## src/rtl/lsu_mem_ctrl_pkg.sv

```systemverilog
// Shared RV32I load/store types: funct3 encodings, controller state, size/alignment helpers.
package lsu_mem_ctrl_pkg;

  typedef enum logic [1:0] {StIdle, StAccess, StDone} lsu_state_t;

  typedef enum logic [2:0] {
    LoadLb  = 3'b000,
    LoadLh  = 3'b001,
    LoadLw  = 3'b010,
    LoadLbu = 3'b100,
    LoadLhu = 3'b101
  } load_funct3_e;

  typedef enum logic [2:0] {
    StoreSb = 3'b000,
    StoreSh = 3'b001,
    StoreSw = 3'b010
  } store_funct3_e;

  // funct3[1:0] encodes access size for both loads and stores.
  localparam logic [1:0] SizeByte = 2'b00;
  localparam logic [1:0] SizeHalf = 2'b01;
  localparam logic [1:0] SizeWord = 2'b10;

  function automatic logic funct3_legal(input logic we, input logic [2:0] funct3);
    if (we) return funct3 inside {StoreSb, StoreSh, StoreSw};
    return funct3 inside {LoadLb, LoadLh, LoadLw, LoadLbu, LoadLhu};
  endfunction

  function automatic logic misaligned(input logic [2:0] funct3, input logic [1:0] offset);
    case (funct3[1:0])
      SizeHalf: return offset[0];
      SizeWord: return |offset;
      default:  return 1'b0;
    endcase
  endfunction

  function automatic logic [1:0] align_offset(input logic [2:0] funct3, input logic [1:0] offset);
    case (funct3[1:0])
      SizeHalf: return {offset[1], 1'b0};
      SizeWord: return 2'b00;
      default:  return offset;
    endcase
  endfunction

endpackage

```

## src/rtl/lsu_mem_ctrl_if.sv

```systemverilog
// Datapath request/response and memory bus of the load/store controller.
interface lsu_mem_ctrl_if;
  logic        req_valid;
  logic        req_ready;
  logic        req_we;
  logic [2:0]  req_funct3;
  logic [31:0] req_addr;
  logic [31:0] req_wdata;
  logic        mem_read;
  logic        mem_write;
  logic [31:0] mem_address;
  logic [3:0]  mem_byte_enable;
  logic [31:0] mem_wdata;
  logic [31:0] mem_rdata;
  logic        mem_resp;
  logic        rsp_valid;
  logic [31:0] rsp_rdata;
  logic        rsp_err;

  // slave: the controller; master: datapath plus memory around it.
  modport slave (
    input  req_valid, req_we, req_funct3, req_addr, req_wdata, mem_rdata, mem_resp,
    output req_ready, mem_read, mem_write, mem_address, mem_byte_enable, mem_wdata,
    output rsp_valid, rsp_rdata, rsp_err
  );

  modport master (
    output req_valid, req_we, req_funct3, req_addr, req_wdata, mem_rdata, mem_resp,
    input  req_ready, mem_read, mem_write, mem_address, mem_byte_enable, mem_wdata,
    input  rsp_valid, rsp_rdata, rsp_err
  );
endinterface

```

## src/rtl/lsu_mem_ctrl_load_align.sv

```systemverilog
// Combinational load-data extraction and sign/zero extension (module lsu_load_align).
module lsu_load_align
  import lsu_mem_ctrl_pkg::*;
(
  input  logic [31:0] rdata,
  input  logic [2:0]  funct3,
  input  logic [1:0]  offset,
  output logic [31:0] result
);

  logic [7:0]  byte_sel;
  logic [15:0] half_sel;

  always_comb begin
    byte_sel = rdata[{offset, 3'b000} +: 8];
    half_sel = offset[1] ? rdata[31:16] : rdata[15:0];
    case (funct3)
      LoadLb:  result = {{24{byte_sel[7]}}, byte_sel};
      LoadLh:  result = {{16{half_sel[15]}}, half_sel};
      LoadLbu: result = {24'd0, byte_sel};
      LoadLhu: result = {16'd0, half_sel};
      default: result = rdata;
    endcase
  end

endmodule

```

## src/rtl/lsu_mem_ctrl.sv

```systemverilog
// RV32I load/store memory controller: IDLE -> ACCESS -> DONE with optional timeout.
// Define LSU_MISALIGN_TRAP_EN to trap misaligned accesses instead of clearing low bits.
module lsu_mem_ctrl
  import lsu_mem_ctrl_pkg::*;
#(
  parameter int unsigned TIMEOUT_CYCLES = 255
) (
  input logic           clk,
  input logic           rst_n,
  lsu_mem_ctrl_if.slave bus
);

  // Counter only needs to reach TIMEOUT_CYCLES-1.
  localparam int unsigned TmoW = (TIMEOUT_CYCLES > 1) ? $clog2(TIMEOUT_CYCLES) : 1;

  lsu_state_t state_q, state_d;

  logic            accept, reject, resp_hit, tmo_hit;
  logic [1:0]      offset_in;
  logic [3:0]      be_in;
  logic [31:0]     wdata_in;
  logic [31:0]     load_result;
  logic            we_q;
  logic [2:0]      funct3_q;
  logic [1:0]      offset_q;
  logic            mem_read_q, mem_write_q;
  logic [31:0]     mem_address_q, mem_wdata_q;
  logic [3:0]      mem_be_q;
  logic [31:0]     rsp_rdata_q;
  logic            rsp_err_q;
  logic [TmoW-1:0] tmo_q;

  assign accept   = (state_q == StIdle) && bus.req_valid;
  assign resp_hit = (state_q == StAccess) && bus.mem_resp;
  assign tmo_hit  = (state_q == StAccess) && !bus.mem_resp && (TIMEOUT_CYCLES != 0) &&
                    (tmo_q == TmoW'(TIMEOUT_CYCLES - 1));

`ifdef LSU_MISALIGN_TRAP_EN
  assign reject    = !funct3_legal(bus.req_we, bus.req_funct3) ||
                     misaligned(bus.req_funct3, bus.req_addr[1:0]);
  assign offset_in = bus.req_addr[1:0];
`else
  assign reject    = !funct3_legal(bus.req_we, bus.req_funct3);
  assign offset_in = align_offset(bus.req_funct3, bus.req_addr[1:0]);
`endif

  always_comb begin
    be_in    = 4'b1111;
    wdata_in = bus.req_wdata;
    case (bus.req_funct3[1:0])
      SizeByte: begin
        be_in    = 4'b0001 << offset_in;
        wdata_in = {4{bus.req_wdata[7:0]}};
      end
      SizeHalf: begin
        be_in    = 4'b0011 << offset_in;
        wdata_in = {2{bus.req_wdata[15:0]}};
      end
      default: ;
    endcase
  end

  lsu_load_align u_load_align (
    .rdata  (bus.mem_rdata),
    .funct3 (funct3_q),
    .offset (offset_q),
    .result (load_result)
  );

  always_ff @(posedge clk or negedge rst_n) begin
    if (!rst_n) state_q <= StIdle;
    else        state_q <= state_d;
  end

  always_comb begin
    state_d = state_q;
    unique case (state_q)
      StIdle:   if (accept) state_d = reject ? StDone : StAccess;
      StAccess: if (resp_hit || tmo_hit) state_d = StDone;
      StDone:   state_d = StIdle;
      default:  state_d = StIdle;
    endcase
  end

  always_comb begin
    bus.req_ready       = (state_q == StIdle);
    bus.rsp_valid       = (state_q == StDone);
    bus.rsp_rdata       = rsp_rdata_q;
    bus.rsp_err         = rsp_err_q;
    bus.mem_read        = mem_read_q;
    bus.mem_write       = mem_write_q;
    bus.mem_address     = mem_address_q;
    bus.mem_byte_enable = mem_be_q;
    bus.mem_wdata       = mem_wdata_q;
  end

  always_ff @(posedge clk or negedge rst_n) begin
    if (!rst_n) begin
      we_q          <= 1'b0;
      funct3_q      <= 3'd0;
      offset_q      <= 2'd0;
      mem_read_q    <= 1'b0;
      mem_write_q   <= 1'b0;
      mem_address_q <= 32'd0;
      mem_be_q      <= 4'd0;
      mem_wdata_q   <= 32'd0;
      rsp_rdata_q   <= 32'd0;
      rsp_err_q     <= 1'b0;
      tmo_q         <= '0;
    end else if (accept) begin
      we_q        <= bus.req_we;
      funct3_q    <= bus.req_funct3;
      offset_q    <= offset_in;
      tmo_q       <= '0;
      rsp_rdata_q <= 32'd0;
      rsp_err_q   <= reject;
      if (!reject) begin
        mem_read_q    <= !bus.req_we;
        mem_write_q   <= bus.req_we;
        mem_address_q <= {bus.req_addr[31:2], 2'b00};
        mem_be_q      <= be_in;
        mem_wdata_q   <= wdata_in;
      end
    end else if (resp_hit) begin
      mem_read_q  <= 1'b0;
      mem_write_q <= 1'b0;
      rsp_rdata_q <= we_q ? 32'd0 : load_result;
      rsp_err_q   <= 1'b0;
    end else if (tmo_hit) begin
      mem_read_q  <= 1'b0;
      mem_write_q <= 1'b0;
      rsp_err_q   <= 1'b1;
    end else if (state_q == StAccess) begin
      tmo_q <= tmo_q + TmoW'(1);
    end
  end

endmodule
```

## src/flat_wrapper.sv

```systemverilog
// flat-port wrapper written by rule: the top's interface ports become plain ports
module lsu_mem_ctrl_flat import lsu_mem_ctrl_pkg::*;
#(
  parameter int unsigned TIMEOUT_CYCLES = 255
)
  (clk, rst_n, bus_req_valid, bus_req_we, bus_req_funct3, bus_req_addr, bus_req_wdata, bus_mem_rdata, bus_mem_resp, bus_req_ready, bus_mem_read, bus_mem_write, bus_mem_address, bus_mem_byte_enable, bus_mem_wdata, bus_rsp_valid, bus_rsp_rdata, bus_rsp_err);
  lsu_mem_ctrl_if bus_i ();
  input logic clk;
  input logic rst_n;
  input wire logic [$bits(bus_i.req_valid)-1:0] bus_req_valid;
  input wire logic [$bits(bus_i.req_we)-1:0] bus_req_we;
  input wire logic [$bits(bus_i.req_funct3)-1:0] bus_req_funct3;
  input wire logic [$bits(bus_i.req_addr)-1:0] bus_req_addr;
  input wire logic [$bits(bus_i.req_wdata)-1:0] bus_req_wdata;
  input wire logic [$bits(bus_i.mem_rdata)-1:0] bus_mem_rdata;
  input wire logic [$bits(bus_i.mem_resp)-1:0] bus_mem_resp;
  output wire logic [$bits(bus_i.req_ready)-1:0] bus_req_ready;
  output wire logic [$bits(bus_i.mem_read)-1:0] bus_mem_read;
  output wire logic [$bits(bus_i.mem_write)-1:0] bus_mem_write;
  output wire logic [$bits(bus_i.mem_address)-1:0] bus_mem_address;
  output wire logic [$bits(bus_i.mem_byte_enable)-1:0] bus_mem_byte_enable;
  output wire logic [$bits(bus_i.mem_wdata)-1:0] bus_mem_wdata;
  output wire logic [$bits(bus_i.rsp_valid)-1:0] bus_rsp_valid;
  output wire logic [$bits(bus_i.rsp_rdata)-1:0] bus_rsp_rdata;
  output wire logic [$bits(bus_i.rsp_err)-1:0] bus_rsp_err;
  assign bus_i.req_valid = bus_req_valid;
  assign bus_i.req_we = bus_req_we;
  assign bus_i.req_funct3 = bus_req_funct3;
  assign bus_i.req_addr = bus_req_addr;
  assign bus_i.req_wdata = bus_req_wdata;
  assign bus_i.mem_rdata = bus_mem_rdata;
  assign bus_i.mem_resp = bus_mem_resp;
  assign bus_req_ready = bus_i.req_ready;
  assign bus_mem_read = bus_i.mem_read;
  assign bus_mem_write = bus_i.mem_write;
  assign bus_mem_address = bus_i.mem_address;
  assign bus_mem_byte_enable = bus_i.mem_byte_enable;
  assign bus_mem_wdata = bus_i.mem_wdata;
  assign bus_rsp_valid = bus_i.rsp_valid;
  assign bus_rsp_rdata = bus_i.rsp_rdata;
  assign bus_rsp_err = bus_i.rsp_err;
  lsu_mem_ctrl #(.TIMEOUT_CYCLES(TIMEOUT_CYCLES)) u_core (.clk(clk), .rst_n(rst_n), .bus(bus_i));
endmodule
```

## config.mk

```make
export PLATFORM = sky130hd
export DESIGN_NAME = lsu_mem_ctrl_flat
export DESIGN_NICKNAME = d
export VERILOG_FILES = /design/src/rtl/lsu_mem_ctrl_pkg.sv /design/src/rtl/lsu_mem_ctrl_if.sv /design/src/rtl/lsu_mem_ctrl_load_align.sv /design/src/rtl/lsu_mem_ctrl.sv /design/src/flat_wrapper.sv
export SDC_FILE = /design/constraint.sdc
export NUM_CORES = 1
export LEC_CHECK = 0
export BUFFER_PORTS_ARGS = -buffer_cell sky130_fd_sc_hd__clkbuf_2
export CAP_MARGIN = 20
export CORE_UTILIZATION = 53
export DETAILED_ROUTE_END_ITERATION = 8
export PLACE_DENSITY = 0.85
export SKIP_LAST_GASP = 1
export SLEW_MARGIN = 20
export SYNTH_ARGS = -nofsm -noshare
export SYNTH_HDL_FRONTEND = slang
export SYNTH_SLANG_ARGS = --single-unit
```

## constraint.sdc

```tcl
create_clock -name clk -period 5.84 [get_ports clk]
set_clock_uncertainty 0.05 [all_clocks]
set_input_delay 0.584 -clock clk [delete_from_list [all_inputs] [get_ports clk]]
set_output_delay 0.584 -clock clk [all_outputs]
set_load 0.05 [all_outputs]
```

# After elaboration in Yosys (flattened, before gate mapping)
# Index checks and enable logic that the tools add are counted.
[op_classes]
addsub = 1
eq_ne = 17
shifts = 3
n_mux = 28
reduce_logical = 21
[op_table]
columns = ["operator", "n"]
rows = [
  ["one-hot mux 32 bit (4 select lines)", 1],
  ["two-way mux 32 bit", 3],
  ["one-hot mux 32 bit (2 select lines)", 1],
  ["two-way mux 8 bit", 4],
  ["variable part select 32 x 6 -> 8 bit", 1],
  ["two-way mux 16 bit", 1],
  ["== test 3 bit, second input constant", 4],
  ["two-way mux 1 bit", 12],
  ["adder 8 x 1 -> 8 bit, second input constant", 1],
  ["== test 8 bit, second input constant", 1],
  ["one-hot mux 2 bit (2 select lines)", 2],
  ["one-hot mux 4 bit (2 select lines)", 1],
  ["== test 3 x 1 -> 1 bit, second input constant", 2],
  ["logical NOT 3 bit", 2],
  ["two-way mux 2 bit", 3],
  ["!= test 2 x 1 -> 1 bit, second input constant", 3],
  ["AND reduction 2 bit", 3],
  ["nonzero test 3 bit", 2],
  ["nonzero test 5 bit", 1],
  ["== test 2 x 1 -> 1 bit, second input constant", 2],
  ["== test 2 bit, second input constant", 2],
  ["logical AND 1 bit", 4],
  ["logical NOT 2 bit", 2],
  ["!= test 2 bit, second input constant", 2],
  ["7 further kinds", 10],
]
[word_totals]
regBits = 117

# Depth between registers and ports, before layout
# Gate-level depths: netlist of run 1.
[depth]
ltp_word = 7
depth_mapped = 8

# By module
# Synthesis of run 1 repeated with hierarchy kept, for this count alone.
[unflattened]
cells_unflattened = 538
hier_area_um2 = 5841.9
[modules_own_cells]
columns = ["mod", "instances", "cells_each", "area_per_inst_um2"]
rows = [
  ["lsu_mem_ctrl", 1, 420, 5081.1],
  ["lsu_load_align", 1, 118, 760.7],
]

# Least setup slack after synthesis of run 1
# Ideal clock, no wire load.
[synth_timing]
path_kind = "input-to-reg"
start = "input port bus_req_funct3[0]"
end = "register u_core.mem_wdata_q[0] (netlist: u_core.bus.mem_wdata[0])"
setup_ns = 0.127
arrival_time_ns = 2.051
slack_ns = 3.612
path_stages = 7
cell_sequence = "inv_1 > ha_1 > or3_1 > a21oi_1 > a211oi_4 > buf_6 > mux2_1"
[synth_between]
elab_chain_cells = 5
elab_cells_between_ends = 10
[synth_rtl]
columns = ["item", "line_no", "source"]
rows = [
  ["start, declared", "flat_wrapper.sv:12", "input wire logic [$bits(bus_i.req_funct3)-1:0] bus_req_funct3;"],
  ["== test 3 x 1 -> 1 bit (tied with other cells)", "lsu_mem_ctrl_pkg.sv:26, lsu_mem_ctrl_pkg.sv:27", ""],
  ["nonzero test 3 bit", "lsu_mem_ctrl_pkg.sv:26", "if (we) return funct3 inside {StoreSb, StoreSh, StoreSw};"],
  ["two-way mux 1 bit", "lsu_mem_ctrl_pkg.sv:26", ""],
  ["two-way mux 1 bit (*)", "lsu_mem_ctrl_pkg.sv:27", "return funct3 inside {LoadLb, LoadLh, LoadLw, LoadLbu, LoadLhu};"],
  ["AND reduction 2 bit (no line) (*)", "n/a", ""],
  ["end signal, assigned", "lsu_mem_ctrl.sv:122", "mem_wdata_q <= wdata_in;"],
  ["end, declared", "lsu_mem_ctrl.sv:27", "logic [31:0] mem_address_q, mem_wdata_q;"],
]
# Mark *: on every way between the ends. The rest lies on a longest branch, timed or not. The select of a mux whose other input is x is not followed.
# A chain may end at the register's enable or synchronous reset.

# Worst setup path after layout of run 1
[layout_timing]
start = "register u_core.state_q[1]"
end = "register u_core.rsp_rdata_q[26] (netlist: u_core.bus.rsp_rdata[26])"
[layout_between]
elab_chain_cells = 3
elab_cells_between_ends = 6
[layout_rtl]
columns = ["item", "line_no", "source"]
rows = [
  ["start, declared", "lsu_mem_ctrl.sv:16", "lsu_state_t state_q, state_d;"],
  ["start signal, assigned", "lsu_mem_ctrl.sv:71", "if (!rst_n) state_q <= StIdle;"],
  ["start signal, assigned", "lsu_mem_ctrl.sv:72", "else state_q <= state_d;"],
  ["== test 2 x 1 -> 1 bit / logical NOT 2 bit (equally long branches)", "lsu_mem_ctrl.sv:34, lsu_mem_ctrl.sv:33", ""],
  ["logical AND 1 bit, on equally long branches", "lsu_mem_ctrl.sv:34, lsu_mem_ctrl.sv:33", ""],
  ["nonzero test 2 bit (no line) / two-way mux 32 bit (equally long branches)", "n/a", ""],
  ["end signal, assigned", "lsu_mem_ctrl.sv:127", "rsp_rdata_q <= we_q ? 32'd0 : load_result;"],
  ["end, declared", "lsu_mem_ctrl.sv:29", "logic [31:0] rsp_rdata_q;"],
]
# Several ways; a longest one is shown, not always the timed one.

==> results of run 1 <==
worst max-delay path, stage by stage (launching register included):
cell and delay (ps):
dfrtp_1 430, and2b_1 340, nand3b_1 650, nor2_1 1120, a221o_1 290
worst max-delay path by stage:
stage	depth (start not counted)	end	slack (ps)
6_report	4	u_core.bus.rsp_rdata[26]	2890
5_1_grt	4	u_core.bus.rsp_rdata[26]	2680
4_1_cts	4	u_core.bus.rsp_rdata[17]	2950
3_5_place_dp	8	u_core.bus.mem_address[24]	2790
3_3_place_gp	8	u_core.bus.mem_address[26]	2930
2_1_floorplan	7	u_core.bus.mem_wdata[0]	3610
kinds of logic (layout without fill, tap and decap cells):
kind of cell | after synthesis | after routing | share of synthesized area, %
AOI/OAI and AO/OA | 140 | 140 | 17.4
DFF | 117 | 117 | 52.2
and+or+nand+nor | 96 | 96 | 8.05
muxes | 81 | 81 | 16.4
buffers and inverters | 46 | 258 | 4.24
adders and majority gates | 6 | 6 | 1.34
xor gates and xnor gates | 2 | 2 | 0.312
other | 1 | 2 | 0.0668
stage by stage:
step	utilization, %	area (um2)	hold slack [ps]	instances	setup WS (ps)
after floorplan	-	5620	238	490	3610
after detailed placement	64.9	6670	417	806	2790
after CTS	70.4	7240	94.3	838	2950
after global routing	70.4	7240	114	838	2680
final	70.4	7240	73.7	838	2890
after global placement	64.9	6670	411	806	2930
per-layer routing:
| metal | GRT usage, % | vias to the layer above |
|---|---|---|
| li1 | - | 2199 |
| met1 | 33.6 | 2314 |
| met2 | 49.2 | 249 |
| met3 | 7.55 | 23 |
| met4 | 7.95 | 0 |
| met5 | 0 | - |
cell usage in the layout (no fill, tap or decap), types with 4 or more instances in the layout:
cell type	n
clkbuf_2	205
dfrtp_1	117
mux2_2	71
nand2_1	37
a21oi_1	36
o21ai_0	32
nor2_1	23
inv_1	16
a221o_1	16
a22o_1	16
clkbuf_16	16
nand3_1	9
mux2_1	8
o31ai_1	8
o211ai_1	8
o22ai_1	7
ha_1	6
nand2b_1	4
a21bo_2	4
clkbuf_8	4
clkbuf_1	4
buf_4	4
flip-flops by register name (all words and copies together), names as in the netlist:
name and flops:
u_core.tmo_q 8, u_core.offset_q 2, u_core.bus.mem_address 30, u_core.funct3_q 3, u_core.bus.rsp_rdata 32, u_core.bus.mem_write 1, u_core.bus.mem_read 1, u_core.state_q 2
u_core.bus.rsp_err 1, u_core.bus.mem_wdata 32, u_core.we_q 1, u_core.bus.mem_byte_enable 4
final cells by class:
class | count | area [um2] | area share [%]
flip-flops and latches | 117 | 2930 | 40.4
repair buffers | 209 | 1060 | 14.6
clock inverters | 8 | 98.8 | 1.37
inverters | 17 | 63.8 | 0.882
well taps | 136 | 170 | 2.35
clock buffers | 24 | 470 | 6.50
multi-input cells | 327 | 2450 | 33.9
power breakdown:
part	total (W)	switching (W)	internal (W)	leakage [nW]
Sequential	0.00136	0.000236	0.00112	1.47
Clock	0.000987	0.000348	0.000639	0.275
Combinational	0.00204	0.00150	0.000542	1.80
==> impl_metrics.py, run 1 <==
metrics = {
    "outcome": {
        "outcome": "finished, final reports clean",
    },
    "place": {
        "io_buffers": 206,
        "gp_congestion": 0.869,
        "place_hpwl_mm": 10.6,
    },
    "critical_path": {
        "required_ps": 6220,
        "reg2reg_slack_ps": 2890,
        "worst_setup_path_end_kind": "flop",
        "crit_fanout": 20,
        "reg2reg_from": "u_core.state_q[1]",
        "worstSetupStartpointType": "flop",
        "critPathArrivalTime_ps": 3330,
        "ff2ff_path_depth": 4,
        "crit_type": "reg2reg",
        "reg2reg_to": "u_core.bus.rsp_rdata[26]",
        "critPathLaunch": "u_core.state_q[1]",
    },
    "timing": {
        "finalCritPeriodShare_pct": 50.5,
        "hold_viol": 0,
        "rsz0062_at_grt": "false",
        "fmaxAchievable_mhz": 339,
        "worst_slew_pin_slew_ps": 1120,
        "fin_crit_ps": 2950,
        "maxSlewViolCount": 0,
        "max_slew_margin_pct": 24.8,
        "setup_viol": 0,
        "setup-tns-final_ps": 0,
    },
    "yosys": {
        "postSynthCellCount": 489,
        "ys.warnings.count": 0,
        "async_reset_ff_share_pct": 100,
        "synth_top_cells_by_count": "dfrtp_1, mux2_2, nand2_1",
        "synth_seq_cells": 117,
        "synth-edff-count": 0,
        "yosysMostFrequentCell": "dfrtp_1",
        "synth_flop_cell": "dfrtp_1",
        "synth.top_cell.area_share_pct": 52.2,
        "synth_top_cells_by_area": "dfrtp_1, mux2_2, a21oi_1",
        "yosys.area.top_type": "dfrtp_1",
        "avgSynthCellArea_um2": 11.5,
        "ys_types": 49,
        "netlist_area_um2": 5610,
        "ys_seq_area_share_pct": 52.2,
    },
    "worst_hold_path": {
        "hp-class": "in2async",
    },
    "pwr": {
        "total_power_w": 0.00438,
        "leakage_nw": 3.55,
        "ir_drop_mv": 0.461,
        "p_per_area_nw_per_um2": 606,
    },
    "final_layout": {
        "layout.nets": 799,
        "syn_to_final_growth_pct": 29.0,
        "diodes": 0,
        "drive_gt1_share_pct": 45.3,
        "nFillCells": 775,
    },
    "global_routing": {
        "grt_pass1_vias": 4897,
        "grt_antenna_before_repair": 0,
        "grt_pass1_wl_mm": 24.1,
        "overflow": 0,
        "grt_max_degree": 71,
        "track_usage_pct": 28.0,
    },
    "cts": {
        "cts_hold_buffers": 0,
        "postCtsSetupBuffers": 0,
        "path_clk_slew_ps": 60,
        "cts_sinks": 117,
        "clk_latency_ps": 500,
        "clockBufferDepth": 2,
        "ctsHtreeMaxLevel": 4,
        "root_buffer": "clkbuf_8",
        "cts_made_buffers": 17,
        "tritoncts": "built",
        "cts_resized": 0,
    },
    "die": {
        "die-area_um2": 11000,
        "core_region_area_um2": 10300,
        "pin_count": 209,
        "rows": 37,
        "start_util_pct": 54.6,
        "fp.dieH_um": 105,
        "dieWidth_um": 105,
    },
    "routing": {
        "route.met2.wl_mm": 7.63,
        "drtPass1Iterations": 5,
        "dr_total_vias": 4785,
        "drtIter0Drc": 423,
        "drt-met1-wl_mm": 5.73,
        "met3_length_mm": 1.18,
        "wirelength_mm": 14.7,
        "antenna_left": 0,
        "dr.max_layer_used": "met4",
        "drc": 0,
        "routed_via_density": 5.71,
        "wl_per_cell_um": 17.6,
    },
    "job": {
        "maxCapViolations": 0,
    },
}
Power figures use the tool's default switching activity.
==> run 2: changes to the inputs <==
--- a/config.mk
+++ b/config.mk
@@ -7,9 +7,9 @@
 export LEC_CHECK = 0
 export BUFFER_PORTS_ARGS = -buffer_cell sky130_fd_sc_hd__clkbuf_2
 export CAP_MARGIN = 20
-export CORE_UTILIZATION = 53
+export CORE_UTILIZATION = 45
 export DETAILED_ROUTE_END_ITERATION = 8
-export PLACE_DENSITY = 0.85
+export PLACE_DENSITY = 0.77
 export SKIP_LAST_GASP = 1
 export SLEW_MARGIN = 20
 export SYNTH_ARGS = -nofsm -noshare
==> constraint.sdc (replaced) <==
create_clock -name clk -period 2.5 [get_ports clk]
set_clock_uncertainty 0.05 [all_clocks]
set_input_delay 0.25 -clock clk [delete_from_list [all_inputs] [get_ports clk]]
set_output_delay 0.25 -clock clk [all_outputs]
set_load 0.05 [all_outputs]
==> impl_metrics.py, run 2 (synthesized netlist as in run 1, its figures left out) <==
metrics = {
    "final_layout": {
        "syn_to_final_growth_pct": 33.7,
        "final_util_pct": 62.2,
        "layout.nets": 809,
        "drive_gt1_share_pct": 46.4,
        "final_common_cell": "clkbuf_2",
        "final_cell_mix": "clkbuf_2, dfrtp_1, mux2_2, nand2_1, a21oi_1",
        "diodes": 0,
    },
    "timing": {
        "fmaxAchievable_mhz": 438,
        "maxSlewViolCount": 0,
        "whs_ps": 22.1,
        "setup-tns-final_ps": 0,
        "rsz0062_at_grt": "false",
        "finalCritPeriodShare_pct": 91.3,
        "max_slew_margin_pct": 43.8,
        "worst_slew_pin_slew_ps": 843,
        "hold_viol": 0,
        "setup_viol": 0,
        "fin_crit_ps": 2280,
    },
    "cts": {
        "tritoncts": "built",
        "ctsHtreeMaxLevel": 4,
        "cts_made_buffers": 17,
        "clk_latency_ps": 410,
        "clockBufferDepth": 2,
        "path_clk_slew_ps": 50,
        "cts_sinks": 117,
        "root_buffer": "clkbuf_16",
    },
    "die": {
        "die-area_um2": 12900,
        "pin_count": 209,
        "start_util_pct": 46.5,
        "rows": 40,
        "core_region_area_um2": 12100,
        "dieWidth_um": 114,
        "fp.dieH_um": 114,
    },
    "job": {
        "maxCapViolations": 0,
    },
    "routing": {
        "wirelength_mm": 14.6,
        "drc": 0,
        "drtIter0Drc": 303,
        "antenna_left": 0,
        "drtPass1Iterations": 4,
        "routed_via_density": 5.42,
        "wl_per_cell_um": 16.6,
        "dr_total_vias": 4761,
    },
    "critical_path": {
        "reg2reg_to": "u_core.bus.rsp_rdata[28]",
        "required_ps": 2790,
        "ff2ff_path_depth": 4,
        "worst_setup_path_end_kind": "flop",
        "critPathArrivalTime_ps": 2570,
        "reg2reg_slack_ps": 220,
        "reg2reg_from": "u_core.state_q[1]",
        "crit_type": "reg2reg",
        "crit_fanout": 15,
        "worstSetupStartpointType": "flop",
    },
    "pwr": {
        "seqPwrFrac_pct": 28.9,
        "intPower_w": 0.00592,
        "power.share.combinational_pct": 44.9,
        "p_sw_w": 0.00485,
        "leakage_nw": 3.67,
        "p_per_area_nw_per_um2": 1440,
        "pwr-share-clk_pct": 26.2,
        "ir_drop_mv": 0.835,
        "sw_frac_of_total_pct": 45.0,
    },
    "global_routing": {
        "track_usage_pct": 23.6,
        "grt_max_degree": 63,
        "overflow": 0,
        "grt_pass1_vias": 4842,
        "grt_antenna_before_repair": 0,
        "grt_pass1_wl_mm": 23.6,
    },
    "place": {
        "gp_congestion": 0.881,
        "place_hpwl_mm": 10.7,
        "io_buffers": 206,
    },
    "worst_hold_path": {
        "worstHoldPathCells": 2,
        "hold_end": "u_core.bus.mem_address[12]",
        "hp-class": "in2reg",
        "hold_start": "bus_req_addr[12]",
    },
    "outcome": {
        "outcome": "finished, final reports clean",
    },
}
[run 2: cell count changes in the layout (fill, tap and decap cells not counted), sizes merged]
cell and delta:
buf +9, bufinv +4, clkinv -3, clkbuf -1
clkinvlp -1, dlygate4sd3 +1
[run 2: stage by stage]
step,worst slack [ps],cells,total power (W),cell area [um2]
6_report,219,879,0.0108,7500
5_1_grt,93.2,879,0.0113,7500
4_1_cts,102,879,0.0108,7500
3_5_place_dp,137,847,0.00798,6800
3_3_place_gp,265,847,0.00786,6800
2_1_floorplan,445,490,0.00676,5620
[run 2: final cells by class]
type / instances / area, um2
Multi-Input combinational cell: 327 / 2450
Timing Repair Buffer: 219 / 1160
Tap cell: 168 / 210
Inverter: 17 / 63.8
Fill cell: 979 / 4560
Clock buffer: 23 / 498
Sequential cell: 117 / 2930
Clock inverter: 8 / 193
[run 2: routing by layer]
metal / global-route usage [%] / wire length (um) / vias to the layer above
met3: 9.30 / 1240 / 21
met5: 0 / 0 / -
met2: 39.7 / 7150 / 210
met1: 27.2 / 5910 / 2320
li1: - / - / 2210
met4: 8.51 / 247 / 0
[run 2: repair_timing]
item | CTS | global route
setup endpoints to repair | 0 | 16
gates resized for setup | 0 | 1
buffers inserted | 0 | 0
endpoints found under the hold margin | 47 | 0
hold buffers | 1 | 0
[run 2: worst max path at each step]
| stage | slack [ps] | start | endpoint |
|---|---|---|---|
| 2_1_floorplan | 440 | u_core.state_q[0] | u_core.bus.mem_address[10] |
| 3_3_place_gp | 270 | u_core.state_q[1] | u_core.bus.rsp_rdata[20] |
| 3_5_place_dp | 140 | u_core.state_q[1] | u_core.bus.rsp_rdata[7] |
| 4_1_cts | 100 | u_core.state_q[1] | u_core.bus.rsp_rdata[28] |
| 5_1_grt | 90 | u_core.state_q[1] | u_core.bus.rsp_rdata[28] |
| 6_report | 220 | u_core.state_q[1] | u_core.bus.rsp_rdata[28] |
[run 2: worst max-delay path, stage by stage, from the launching register on]
cell	delay, ps
dfrtp_1	430
and2b_1	350
nand3b_1	380
a2111oi_4	780
a221o_1	220
[run 2: power by group through the flow]
| stage | Combinational (W) | Sequential, W | Clock (W) |
|---|---|---|---|
| 5_1_grt | 0.00509 | 0.00321 | 0.00296 |
| 3_3_place_gp | 0.00478 | 0.00308 | 0 |
| 3_5_place_dp | 0.00484 | 0.00313 | 0 |
| 4_1_cts | 0.00486 | 0.00312 | 0.00287 |
| 6_report | 0.00484 | 0.00311 | 0.00283 |
| 2_1_floorplan | 0.00134 | 0.00542 | 0 |
